==> src/rtl/uart_sched_pkg.sv <==
// Shared types and helpers for the uart transmit scheduler.
// The header byte carries a fixed marker nibble above the granted channel id.
package uart_sched_pkg;

  typedef enum logic [2:0] {
    IDLE    = 3'd0,
    HDR     = 3'd1,
    DATA    = 3'd2,
    WAIT_TX = 3'd3,
    GAP     = 3'd4
  } state_t;

  localparam logic [3:0] HDR_MARK = 4'hA;

  function automatic logic [7:0] hdr_byte(input logic [3:0] id);
    return {HDR_MARK, id};
  endfunction

endpackage

==> src/rtl/rr_arbiter.sv <==
// Combinational round-robin pick: first requester strictly after ptr, with wrap.
module rr_arbiter #(
  parameter int unsigned N  = 4,
  parameter int unsigned IW = (N > 1) ? $clog2(N) : 1
) (
  input  logic [N-1:0]  req,
  input  logic [IW-1:0] ptr,
  input  logic          en,
  output logic [IW-1:0] gnt_id,
  output logic          gnt_valid
);

  logic [IW-1:0] idx;

  always_comb begin
    gnt_id    = '0;
    gnt_valid = 1'b0;
    idx       = '0;
    if (en) begin
      for (int unsigned i = 1; i <= N; i++) begin
        idx = IW'((32'(ptr) + i) % N);
        if (!gnt_valid && req[idx]) begin
          gnt_valid = 1'b1;
          gnt_id    = idx;
        end
      end
    end
  end

endmodule

==> src/rtl/uart_tx_scheduler.sv <==
// Packet-granular round-robin sharing of one uart byte stream among N_SRC sources,
// with optional channel header, burst truncation at MAX_PKT and a post-transmit idle gap.
module uart_tx_scheduler
  import uart_sched_pkg::*;
#(
  parameter int unsigned N_SRC      = 4,
  parameter int unsigned MAX_PKT    = 64,
  parameter int unsigned GAP_CYCLES = 16,
  parameter int unsigned HDR_EN     = 1
) (
  input  logic               clk,
  input  logic               rst,
  input  logic [8*N_SRC-1:0] s_axis_tdata,
  input  logic [N_SRC-1:0]   s_axis_tvalid,
  input  logic [N_SRC-1:0]   s_axis_tlast,
  output logic [N_SRC-1:0]   s_axis_tready,
  output logic [7:0]         m_axis_tdata,
  output logic               m_axis_tvalid,
  input  logic               m_axis_tready,
  input  logic               tx_busy,
  output logic [3:0]         grant_id,
  output logic               active,
  output logic               trunc_pulse
);

  localparam int unsigned IW = (N_SRC > 1) ? $clog2(N_SRC) : 1;

  state_t        state_q, state_d;
  logic [IW-1:0] ptr_q, ptr_d;
  logic [IW-1:0] grant_q, grant_d;
  logic [7:0]    cnt_q, cnt_d;
  logic [15:0]   gap_q, gap_d;
  logic          armed_q, armed_d;
  logic          active_q;
  logic          trunc_q, trunc_d;

  logic [IW-1:0] arb_id;
  logic          arb_valid;
  logic [7:0]    sel_data;
  logic          sel_valid;
  logic          sel_last;

  rr_arbiter #(
    .N  (N_SRC),
    .IW (IW)
  ) u_arb (
    .req       (s_axis_tvalid),
    .ptr       (ptr_q),
    .en        (state_q == IDLE),
    .gnt_id    (arb_id),
    .gnt_valid (arb_valid)
  );

  assign sel_data  = s_axis_tdata[{grant_q, 3'b000} +: 8];
  assign sel_valid = s_axis_tvalid[grant_q];
  assign sel_last  = s_axis_tlast[grant_q];

  assign grant_id    = 4'(grant_q);
  assign active      = active_q;
  assign trunc_pulse = trunc_q;

  always_ff @(posedge clk or posedge rst) begin
    if (rst) begin
      state_q  <= IDLE;
      ptr_q    <= IW'(N_SRC - 1);
      grant_q  <= '0;
      cnt_q    <= '0;
      gap_q    <= '0;
      armed_q  <= 1'b0;
      active_q <= 1'b0;
      trunc_q  <= 1'b0;
    end else begin
      state_q  <= state_d;
      ptr_q    <= ptr_d;
      grant_q  <= grant_d;
      cnt_q    <= cnt_d;
      gap_q    <= gap_d;
      armed_q  <= armed_d;
      active_q <= (state_d != IDLE);
      trunc_q  <= trunc_d;
    end
  end

  // Next state plus the combinational stream path; DATA is a zero-latency pass-through.
  always_comb begin
    state_d       = state_q;
    ptr_d         = ptr_q;
    grant_d       = grant_q;
    cnt_d         = cnt_q;
    gap_d         = gap_q;
    armed_d       = armed_q;
    trunc_d       = 1'b0;
    m_axis_tvalid = 1'b0;
    m_axis_tdata  = '0;
    s_axis_tready = '0;

    unique case (state_q)
      IDLE: begin
        if (arb_valid) begin
          grant_d = arb_id;
          ptr_d   = arb_id;
          cnt_d   = '0;
          state_d = (HDR_EN != 0) ? HDR : DATA;
        end
      end

      HDR: begin
        m_axis_tvalid = 1'b1;
        m_axis_tdata  = hdr_byte(4'(grant_q));
        if (m_axis_tready) begin
          state_d = DATA;
        end
      end

      DATA: begin
        m_axis_tvalid          = sel_valid;
        m_axis_tdata           = sel_data;
        s_axis_tready[grant_q] = m_axis_tready;
        if (sel_valid && m_axis_tready) begin
          cnt_d = cnt_q + 8'd1;
          if (sel_last) begin
            state_d = WAIT_TX;
            cnt_d   = '0;
            armed_d = 1'b0;
          end else if (cnt_q + 8'd1 == 8'(MAX_PKT)) begin
            state_d = WAIT_TX;
            cnt_d   = '0;
            armed_d = 1'b0;
            trunc_d = 1'b1;
          end
        end
      end

      // First cycle only arms, so the uart has had a cycle to raise tx_busy.
      WAIT_TX: begin
        if (!armed_q) begin
          armed_d = 1'b1;
        end else if (!tx_busy) begin
          armed_d = 1'b0;
          if (GAP_CYCLES == 0) begin
            state_d = IDLE;
          end else begin
            gap_d   = 16'(GAP_CYCLES);
            state_d = GAP;
          end
        end
      end

      GAP: begin
        gap_d = gap_q - 16'd1;
        if (gap_q <= 16'd1) begin
          gap_d   = '0;
          state_d = IDLE;
        end
      end

      default: begin
        state_d = IDLE;
      end
    endcase
  end

endmodule
==> config.mk <==
export PLATFORM = sky130hd
export DESIGN_NAME = uart_tx_scheduler
export DESIGN_NICKNAME = d
export VERILOG_FILES = /design/src/rtl/uart_sched_pkg.sv /design/src/rtl/rr_arbiter.sv /design/src/rtl/uart_tx_scheduler.sv
export SDC_FILE = /design/constraint.sdc
export NUM_CORES = 1
export LEC_CHECK = 0
export ABC_CLOCK_PERIOD_IN_PS = 4000
export CAP_MARGIN = 40
export CORE_ASPECT_RATIO = 2
export CORE_MARGIN = 2
export CORE_UTILIZATION = 53
export CTS_CLUSTER_SIZE = 25
export DETAILED_ROUTE_END_ITERATION = 12
export PLACE_DENSITY = 0.88
export RECOVER_POWER = 25
export SKIP_CTS_REPAIR_TIMING = 1
export SYNTH_ARGS = -nofsm -noshare
export SYNTH_HDL_FRONTEND = slang
export SYNTH_SLANG_ARGS = --single-unit
==> constraint.sdc <==
create_clock -name clk -period 4 [get_ports clk]
set_input_delay 0.4 -clock clk [delete_from_list [all_inputs] [get_ports clk]]
set_output_delay 0.4 -clock clk [all_outputs]
set_load 0.05 [all_outputs]
==> flow_metrics.tcl, run 1 <==
set metrics [dict create \
    synth_area_um2 2380 \
    crit_path_end_kind "output port" \
    vias 2276 \
    min_from "gap_q[10]" \
    placedCellCount 366 \
    ys_seq_area_frac 0.358 \
    start_util 0.549 \
    drc 0 \
    setup_viol 0 \
    vias_per_cell 6.09 \
    synth_edf_count 0 \
    reg2reg_to "cnt_q[2]" \
    numPortBuffers 60 \
    grt_max_degree 35 \
    fmax_ghz 0.322 \
    wl_per_cell_um 16.8 \
    ys_types 56 \
    p_leak_uw 0.00125 \
    violations "capacitance limit, slew limit" \
    power.density_nw_per_um2 706 \
    fp.coreArea_um2 4340 \
    die_h_um 98.8 \
    antenna_found_initial 0 \
    status "complete, but fails checks" \
    wl_um 6290 \
    ys_warn_count 0 \
    maxSlewViolCount 35 \
    layout_setup_ws_ns 0.890 \
    post-synth-top-count-cell "nor2_1" \
    syn_inst 262 \
    placement.setup.worst_slack_ns 1.16 \
    syn_area_per_cell_um2 9.09 \
    seqCellArea_um2 853 \
    gp_congestion 0.829 \
    grt_pass1_wl_um 10400 \
    rows 34 \
    reg2reg_setup_slack_ns 1.48 \
    criticalPathCategory "register to output port" \
    multi_input_area_um2 1430 \
    worstMarginPinSlew_ns 1.85 \
    pin_count 63 \
    detailed_place_hpwl_um 4760 \
    skew_ns 0.00487 \
    hold_path_end "gap_q[10]" \
    die-area_um2 5080 \
    cts_tree "yes" \
    min_path_type "register to register" \
    layoutNonFillerInstCount 374 \
    power.total_uw 2170 \
    rsz0062_at_grt "false" \
    synth_top_area_cell "dfrtp_1" \
    holdPathStages 1 \
    first_global_vias 2305 \
    synth_top_area_share 0.336 \
    vdd_drop_max_mv 0.663 \
    async_flop_share 1.00 \
    period_share 0.778 \
    synthTopCellsByCount "33 x nor2_1, 32 x dfrtp_1, 20 x nand2_1" \
    clk_pin_slew_worst_paths_ns 0.07 \
    path_max_fanout 17 \
    cts_buffers 5 \
    slew_headroom -0.233 \
    cp.arrival_ns 2.71 \
    setup-tns-final_ns 0 \
    diodes 0 \
    grt.overflow.total 0 \
    clkSinkCount 34 \
    synth_seq_cells 34 \
    drt_iter0_markers 55 \
    clockRootBuffer "clkbuf_8" \
    crit_required_ns 3.60 \
    reg2reg_from "grant_q[0]" \
    reg2reg_depth 4 \
    synth_area_leaders "dfrtp_1 34%, mux4_2 7.6%, nor2_1 5.2%" \
    clock_path_buffers 2 \
    hold_viol_final 0 \
    die_x_um 51.4 \
    antenna_left 0 \
    final_layout_size_suffix_gt1_frac 0.0844 \
    area_growth_pct 29.1 \
    clk_latency_ns 0.29 \
    fillers 347 \
    layout_min_cycle_time_ns 3.11 \
    cap_violations 1 \
    drt_pass1_iterations 4 \
    grtUsageTotal 0.269 \
    synth_ff_type "dfrtp_1" \
    startpoint_type "register" \
    h-tree-depth 2 \
    layout.nets 366 \
]
==> placed cells by master (no fill, tap or decap), drive strengths merged, types with 3 or more instances in the layout <==
master	n
nor2b	7
dfrtp	32
xor2	7
a21oi	15
xnor2	3
clkbuf	8
nor3	11
a31oi	6
clkdlybuf4s50	59
nand3	9
nor2	34
nand4	4
inv	7
or3	5
nand2	20
nor4	5
o21a	3
and3	4
mux4	10
o31ai	4
a21o	3
nand2b	7
ha	3
a22o	6
a22oi	3
or2	3
o21ai	18
==> through the flow <==
stage,hold WS (ns),utilization,cell area (µm²)
global placement,0.457,0.688,2990
detailed placement,0.507,0.688,2990
CTS,0.515,0.709,3080
floorplan,0.444,-,2380
global route,0.531,0.708,3070
finish,0.513,0.708,3070
==> logic make-up after synthesis <==
kind of cell               after synthesis  synth area share
buffers and inverters                   19            0.0420
muxes                                   10            0.0977
xor gates and xnor gates                10            0.0368
and+or+nand+nor                        117             0.261
AOI/OAI and AO/OA                       68             0.187
adders and majority gates                3            0.0158
DFF                                     34             0.358
other                                    1           0.00157
==> worst max-delay path by stage <==
stage	start	to	depth (start not counted)
final	grant_q[0]	m_axis_tvalid	4
after floorplan	grant_q[1]	s_axis_tready[2]	3
after global routing	grant_q[0]	m_axis_tdata[7]	4
after detailed placement	grant_q[0]	m_axis_tvalid	4
after CTS	grant_q[0]	m_axis_tvalid	4
after global placement	grant_q[0]	m_axis_tvalid	4
==> routing by layer <==
metal	part of all wire	up-vias	global-route usage	routed length, µm
met3	0.034	18	0.0439	215
met4	0.032	0	0.111	199
met5	0	-	0	0
met1	0.36	1113	0.301	2260
met2	0.57	64	0.484	3610
li1	-	1081	-	-
==> final cells by class <==
cell class,count,share of cell area
inverters,7,0.00855
clock inverters,1,0.00163
flip-flops and latches,34,0.278
multi-input cells,210,0.466
well taps,54,0.0220
clock buffers,7,0.0281
repair buffers,61,0.197
==> critical path, stage by stage (launching register included) <==
cell and delay [ns]:
dfrtp_1 0.83, mux4_2 0.66, a21oi_1 0.16, nor2_1 0.06, clkdlybuf4s50_1 0.71
==> registers in the layout, summed over array words and instances, names as in the netlist <==
register / count
gap_q: 16
ptr_q: 2
state_q: 3
armed_q: 1
cnt_q: 8
grant_q: 2
trunc_pulse: 1
active: 1
==> power breakdown <==
group	internal (µW)	switching (µW)	total, µW
Clock	139	126	265
Combinational	523	722	1240
Sequential	456	205	661
Power figures use the tool's default switching activity.
==> run 2: changes to the inputs <==
--- a/config.mk
+++ b/config.mk
@@ -5,14 +5,14 @@
 export SDC_FILE = /design/constraint.sdc
 export NUM_CORES = 1
 export LEC_CHECK = 0
-export ABC_CLOCK_PERIOD_IN_PS = 4000
+export ABC_CLOCK_PERIOD_IN_PS = 3000
 export CAP_MARGIN = 40
 export CORE_ASPECT_RATIO = 2
 export CORE_MARGIN = 2
-export CORE_UTILIZATION = 53
+export CORE_UTILIZATION = 49
 export CTS_CLUSTER_SIZE = 25
 export DETAILED_ROUTE_END_ITERATION = 12
-export PLACE_DENSITY = 0.88
+export PLACE_DENSITY = 0.83
 export RECOVER_POWER = 25
 export SKIP_CTS_REPAIR_TIMING = 1
 export SYNTH_ARGS = -nofsm -noshare
==> constraint.sdc (replaced) <==
create_clock -name clk -period 3 [get_ports clk]
set_input_delay 0.3 -clock clk [delete_from_list [all_inputs] [get_ports clk]]
set_output_delay 0.3 -clock clk [all_outputs]
set_load 0.05 [all_outputs]
==> flow_metrics.tcl, run 2 (synthesis results as in run 1) <==
set metrics [dict create \
    first_global_vias 2290 \
    cts_buffers 5 \
    layout_min_cycle_time_ns 2.84 \
    antenna_left 0 \
    fp.coreArea_um2 4640 \
    clk_latency_ns 0.29 \
    cap_violations 1 \
    pwr-share-seq 0.294 \
    clock_path_buffers 2 \
    comb_power_share 0.582 \
    die-area_um2 5470 \
    period_share 0.947 \
    skew_ns 0.00855 \
    path_buf_inv 1 \
    grt_max_degree 35 \
    intPower_uw 1510 \
    pin_count 63 \
    p_clk_frac 0.124 \
    final_common_cell "clkdlybuf4s50_1" \
    reg2reg_depth 4 \
    h-tree-depth 2 \
    cp.arrival_ns 2.54 \
    maxSlewViolCount 35 \
    power.switching_uw 1420 \
    start_util 0.513 \
    setup-tns-final_ns 0 \
    drt_iter0_markers 66 \
    wl_per_cell_um 16.2 \
    largestRegisters "gap_q (16), cnt_q (8), state_q (3)" \
    most-common-layout-cells "59 x clkdlybuf4s50_1, 33 x nor2_1, 32 x dfrtp_1" \
    vias 2217 \
    grt_pass1_wl_um 9720 \
    fillers 394 \
    clockRootBuffer "clkbuf_8" \
    die_h_um 103 \
    hold_path_end "gap_q[10]" \
    p_leak_uw 0.00126 \
    crit_cells 4 \
    min_from "gap_q[10]" \
    drt_pass1_iterations 4 \
    hold_viol_final 0 \
    cpPeakStageDelay_ns 0.72 \
    startpoint_type "register" \
    die_x_um 53.3 \
    rsz0062_at_grt "false" \
    final_layout_size_suffix_gt1_frac 0.0932 \
    cts_tree "yes" \
    gp_congestion 0.845 \
    slowest_stage "clkdlybuf4s50_1" \
    crit_required_ns 2.70 \
    area_growth_pct 30.0 \
    clkSinkCount 34 \
    vdd_drop_max_mv 0.723 \
    vias_per_cell 5.88 \
    antenna_found_initial 0 \
    diodes 0 \
    holdPathStages 1 \
    finish.utilization 0.667 \
    path_cells "mux4_1, a21oi_1, nor2_1, clkdlybuf4s50_1" \
    crit_path_end_kind "output port" \
    reg2reg_setup_slack_ns 0.72 \
    worstMarginPinSlew_ns 1.86 \
    rows 35 \
    drc 0 \
    grtUsageTotal 0.236 \
    fmax_ghz 0.352 \
    path_delay_family "buffers and inverters" \
    min_path_type "register to register" \
    largest_register "gap_q" \
    grt.overflow.total 0 \
    criticalPathCategory "register to output port" \
    status "complete, but fails checks" \
    power.density_nw_per_um2 946 \
    detailed_place_hpwl_um 4670 \
    setup_viol 0 \
    layout.nets 368 \
    largest_reg_flops 16 \
    wl_um 6110 \
    numPortBuffers 60 \
    violations "capacitance limit, slew limit" \
    reg2reg_to "cnt_q[2]" \
    switching_share 0.485 \
    clk_pin_slew_worst_paths_ns 0.07 \
    reg2reg_from "grant_q[0]" \
    path_max_fanout 11 \
    slew_headroom -0.239 \
]
==> run 2: cell types whose count changed in the layout (fill, tap and decap cells not counted) <==
cell and change:
clkbuf_1 -1, buf_4 +2, clkinvlp_4 +1
==> run 2: how the worst max path moves through the flow <==
stage                  endpoint        startpoint  slack [ns]
2_1_floorplan  s_axis_tready[2]        grant_q[1]        0.30
3_3_place_gp      m_axis_tvalid  s_axis_tvalid[3]        0.46
3_5_place_dp      m_axis_tvalid  s_axis_tvalid[3]        0.44
4_1_cts         m_axis_tdata[3]        grant_q[0]        0.14
5_1_grt         m_axis_tdata[7]        grant_q[0]        0.04
6_report        m_axis_tdata[7]        grant_q[0]        0.16
==> run 2: per-stage QoR <==
step	hold slack, ns	instances	area [µm²]	worst slack, ns	total power [µW]
after floorplan	0.440	263	2380	0.299	2110
after global placement	0.459	369	3000	0.456	2530
after detailed placement	0.474	369	3000	0.435	2570
after CTS	0.418	377	3100	0.142	2940
after global routing	0.526	377	3090	0.0396	3130
final	0.479	377	3090	0.158	2930
==> run 2: worst reg2reg max path, stage by stage (launching register included) <==
cell      delay [ns]
dfrtp_1         0.65
mux4_2          0.64
a21oi_2         0.51
nand2b_1        0.26
o21ai_0         0.11
==> run 2: power groups by stage <==
stage | clock (µW) | combinational (µW) | sequential, µW
5_1_grt | 386 | 1850 | 893
3_5_place_dp | 0 | 1700 | 866
3_3_place_gp | 0 | 1670 | 859
6_report | 362 | 1700 | 861
4_1_cts | 362 | 1710 | 860
2_1_floorplan | 0 | 1320 | 797
==> run 2: layout make-up <==
class                           instances  area [µm²]  share of cell area
Timing Repair Buffer                   63         619               0.200
Clock inverter                          2        12.5             0.00404
Inverter                                7        26.3             0.00849
Clock buffer                            6        82.6              0.0267
Multi-Input combinational cell        210        1430               0.463
Tap cell                               55        68.8              0.0222
Sequential cell                        34         853               0.276
==> run 2: metal layers <==
layer / vias to the layer above / GRT usage / routed length (µm)
li1: 1079 / - / -
met1: 1054 / 0.233 / 2220
met2: 62 / 0.455 / 3540
met3: 22 / 0.0391 / 184
met4: 0 / 0.101 / 167
met5: - / 0 / 0
==> run 3: changes to the inputs <==
--- a/config.mk
+++ b/config.mk
@@ -5,14 +5,14 @@
 export SDC_FILE = /design/constraint.sdc
 export NUM_CORES = 1
 export LEC_CHECK = 0
-export ABC_CLOCK_PERIOD_IN_PS = 3000
+export ABC_CLOCK_PERIOD_IN_PS = 2340
 export CAP_MARGIN = 40
 export CORE_ASPECT_RATIO = 2
 export CORE_MARGIN = 2
-export CORE_UTILIZATION = 49
+export CORE_UTILIZATION = 44
 export CTS_CLUSTER_SIZE = 25
 export DETAILED_ROUTE_END_ITERATION = 12
-export PLACE_DENSITY = 0.83
+export PLACE_DENSITY = 0.78
 export RECOVER_POWER = 25
 export SKIP_CTS_REPAIR_TIMING = 1
 export SYNTH_ARGS = -nofsm -noshare
==> constraint.sdc (replaced) <==
create_clock -name clk -period 2.34 [get_ports clk]
set_input_delay 0.234 -clock clk [delete_from_list [all_inputs] [get_ports clk]]
set_output_delay 0.234 -clock clk [all_outputs]
set_load 0.005 [all_outputs]
==> flow_metrics.tcl, run 3 (synthesis results as in run 1) <==
set metrics [dict create \
    clock_path_buffers 2 \
    vias_per_cell 5.69 \
    diodes 0 \
    clk_latency_ns 0.28 \
    min_path_type "register to register" \
    maxSlewViolCount 0 \
    grt_max_degree 35 \
    criticalPathCategory "register to output port" \
    drt_iter0_markers 77 \
    cts_buffers 5 \
    p_leak_uw 0.00138 \
    largest_register "gap_q" \
    rsz0062_at_grt "false" \
    drt_pass1_iterations 4 \
    reg2reg_depth 6 \
    worstMarginPinSlew_ns 0.845 \
    grtUsageMet2 0.428 \
    slew_headroom 0.437 \
    setup-tns-final_ns 0 \
    drc 0 \
    die_x_um 56.0 \
    gp_congestion 0.930 \
    h-tree-depth 2 \
    fp.coreArea_um2 5180 \
    grtUsageTotal 0.223 \
    use_met3 0.0299 \
    holdPathStages 1 \
    fmax_ghz 0.449 \
    wl_um 6370 \
    hold_viol_final 0 \
    grt_use_met1 0.240 \
    rows 37 \
    layout_min_cycle_time_ns 2.23 \
    cp.arrival_ns 1.99 \
    antenna_left 0 \
    cap_violations 0 \
    layout.nets 381 \
    status "completed" \
    detailed_place_hpwl_um 4950 \
    startpoint_type "register" \
    clkSinkCount 34 \
    area_growth_pct 34.7 \
    die_h_um 108 \
    skew_ns 0.00857 \
    grt.overflow.total 0 \
    final_layout_size_suffix_gt1_frac 0.152 \
    start_util 0.459 \
    most-common-layout-cells "55 x clkdlybuf4s50_1, 32 x nor2_1, 28 x dfrtp_1" \
    crit_path_end_kind "output port" \
    clockRootBuffer "clkbuf_8" \
    numPortBuffers 60 \
    power.density_nw_per_um2 1090 \
    path_max_fanout 8 \
    grt_pass1_wl_um 10800 \
    top_usage_layer "met2" \
    pin_count 63 \
    cts_tree "yes" \
    antenna_found_initial 0 \
    setup_viol 0 \
    first_global_vias 2307 \
    clk_pin_slew_worst_paths_ns 0.07 \
    vias 2237 \
    period_share 0.952 \
    final_common_cell "clkdlybuf4s50_1" \
    largestRegisters "gap_q (16), cnt_q (8), state_q (3)" \
    vdd_drop_max_mv 0.802 \
    largest_reg_flops 16 \
    crit_required_ns 2.11 \
    die-area_um2 6050 \
    wl_per_cell_um 16.2 \
    hold_ws_ns 0.485 \
]
==> run 3: changes by cell type in the layout (fill, tap and decap cells not counted), sizes merged <==
| cell | before | now |
|---|---|---|
| buf | 2 | 15 |
| dlymetal6s2s | 0 | 4 |
| clkdlybuf4s50 | 59 | 55 |
==> run 3: worst paths after layout <==
kind | start | end | slack [ns]
max | state_q[0] | s_axis_tready[3] | 0.11
min in group asynchronous | rst | gap_q[11] | 0.64
min | gap_q[10] | gap_q[10] | 0.49
min reg2reg | gap_q[10] | gap_q[10] | 0.49
max in group asynchronous | rst | grant_q[1] | 1.11
max reg2reg | grant_q[0] | cnt_q[4] | 0.14
==> run 3: cell type report <==
class                           instances  area [µm²]
Fill cell                             469        1980
Multi-Input combinational cell        210        1430
Sequential cell                        34         858
Timing Repair Buffer                   76         729
Clock buffer                            6        82.6
Tap cell                               58        72.6
Inverter                                7        26.3
Clock inverter                          2        12.5
==> run 3: worst max-delay path: stages (launching register included) <==
cell and delay [ns]:
dfrtp_2 0.46, or3b_4 0.45, nor2_4 0.14, and3_1 0.16, clkdlybuf4s50_1 0.50
==> run 3: per-layer routing <==
layer | routed length [µm] | share of wire
met5 | 0 | 0
met4 | 134 | 0.021
met3 | 211 | 0.033
met2 | 3800 | 0.60
met1 | 2230 | 0.35
==> run 3: per-stage QoR <==
| step | power (µW) | cell area (µm²) | worst slack, ns | instances | util |
|---|---|---|---|---|---|
| 3_3_place_gp | 2920 | 3070 | 0.115 | 381 | 0.593 |
| 5_1_grt | 3810 | 3210 | 0.000279 | 393 | 0.619 |
| 2_1_floorplan | 2290 | 2380 | 0.489 | 263 | - |
| 3_5_place_dp | 2980 | 3070 | 0.0629 | 381 | 0.593 |
| 6_report | 3490 | 3210 | 0.112 | 393 | 0.619 |
| 4_1_cts | 3450 | 3170 | -0.253 | 389 | 0.611 |
==> run 3: where the power goes <==
group / switching (µW) / internal, µW
Combinational: 915 / 1040
Sequential: 289 / 788
Clock: 218 / 237
Total: 1420 / 2070
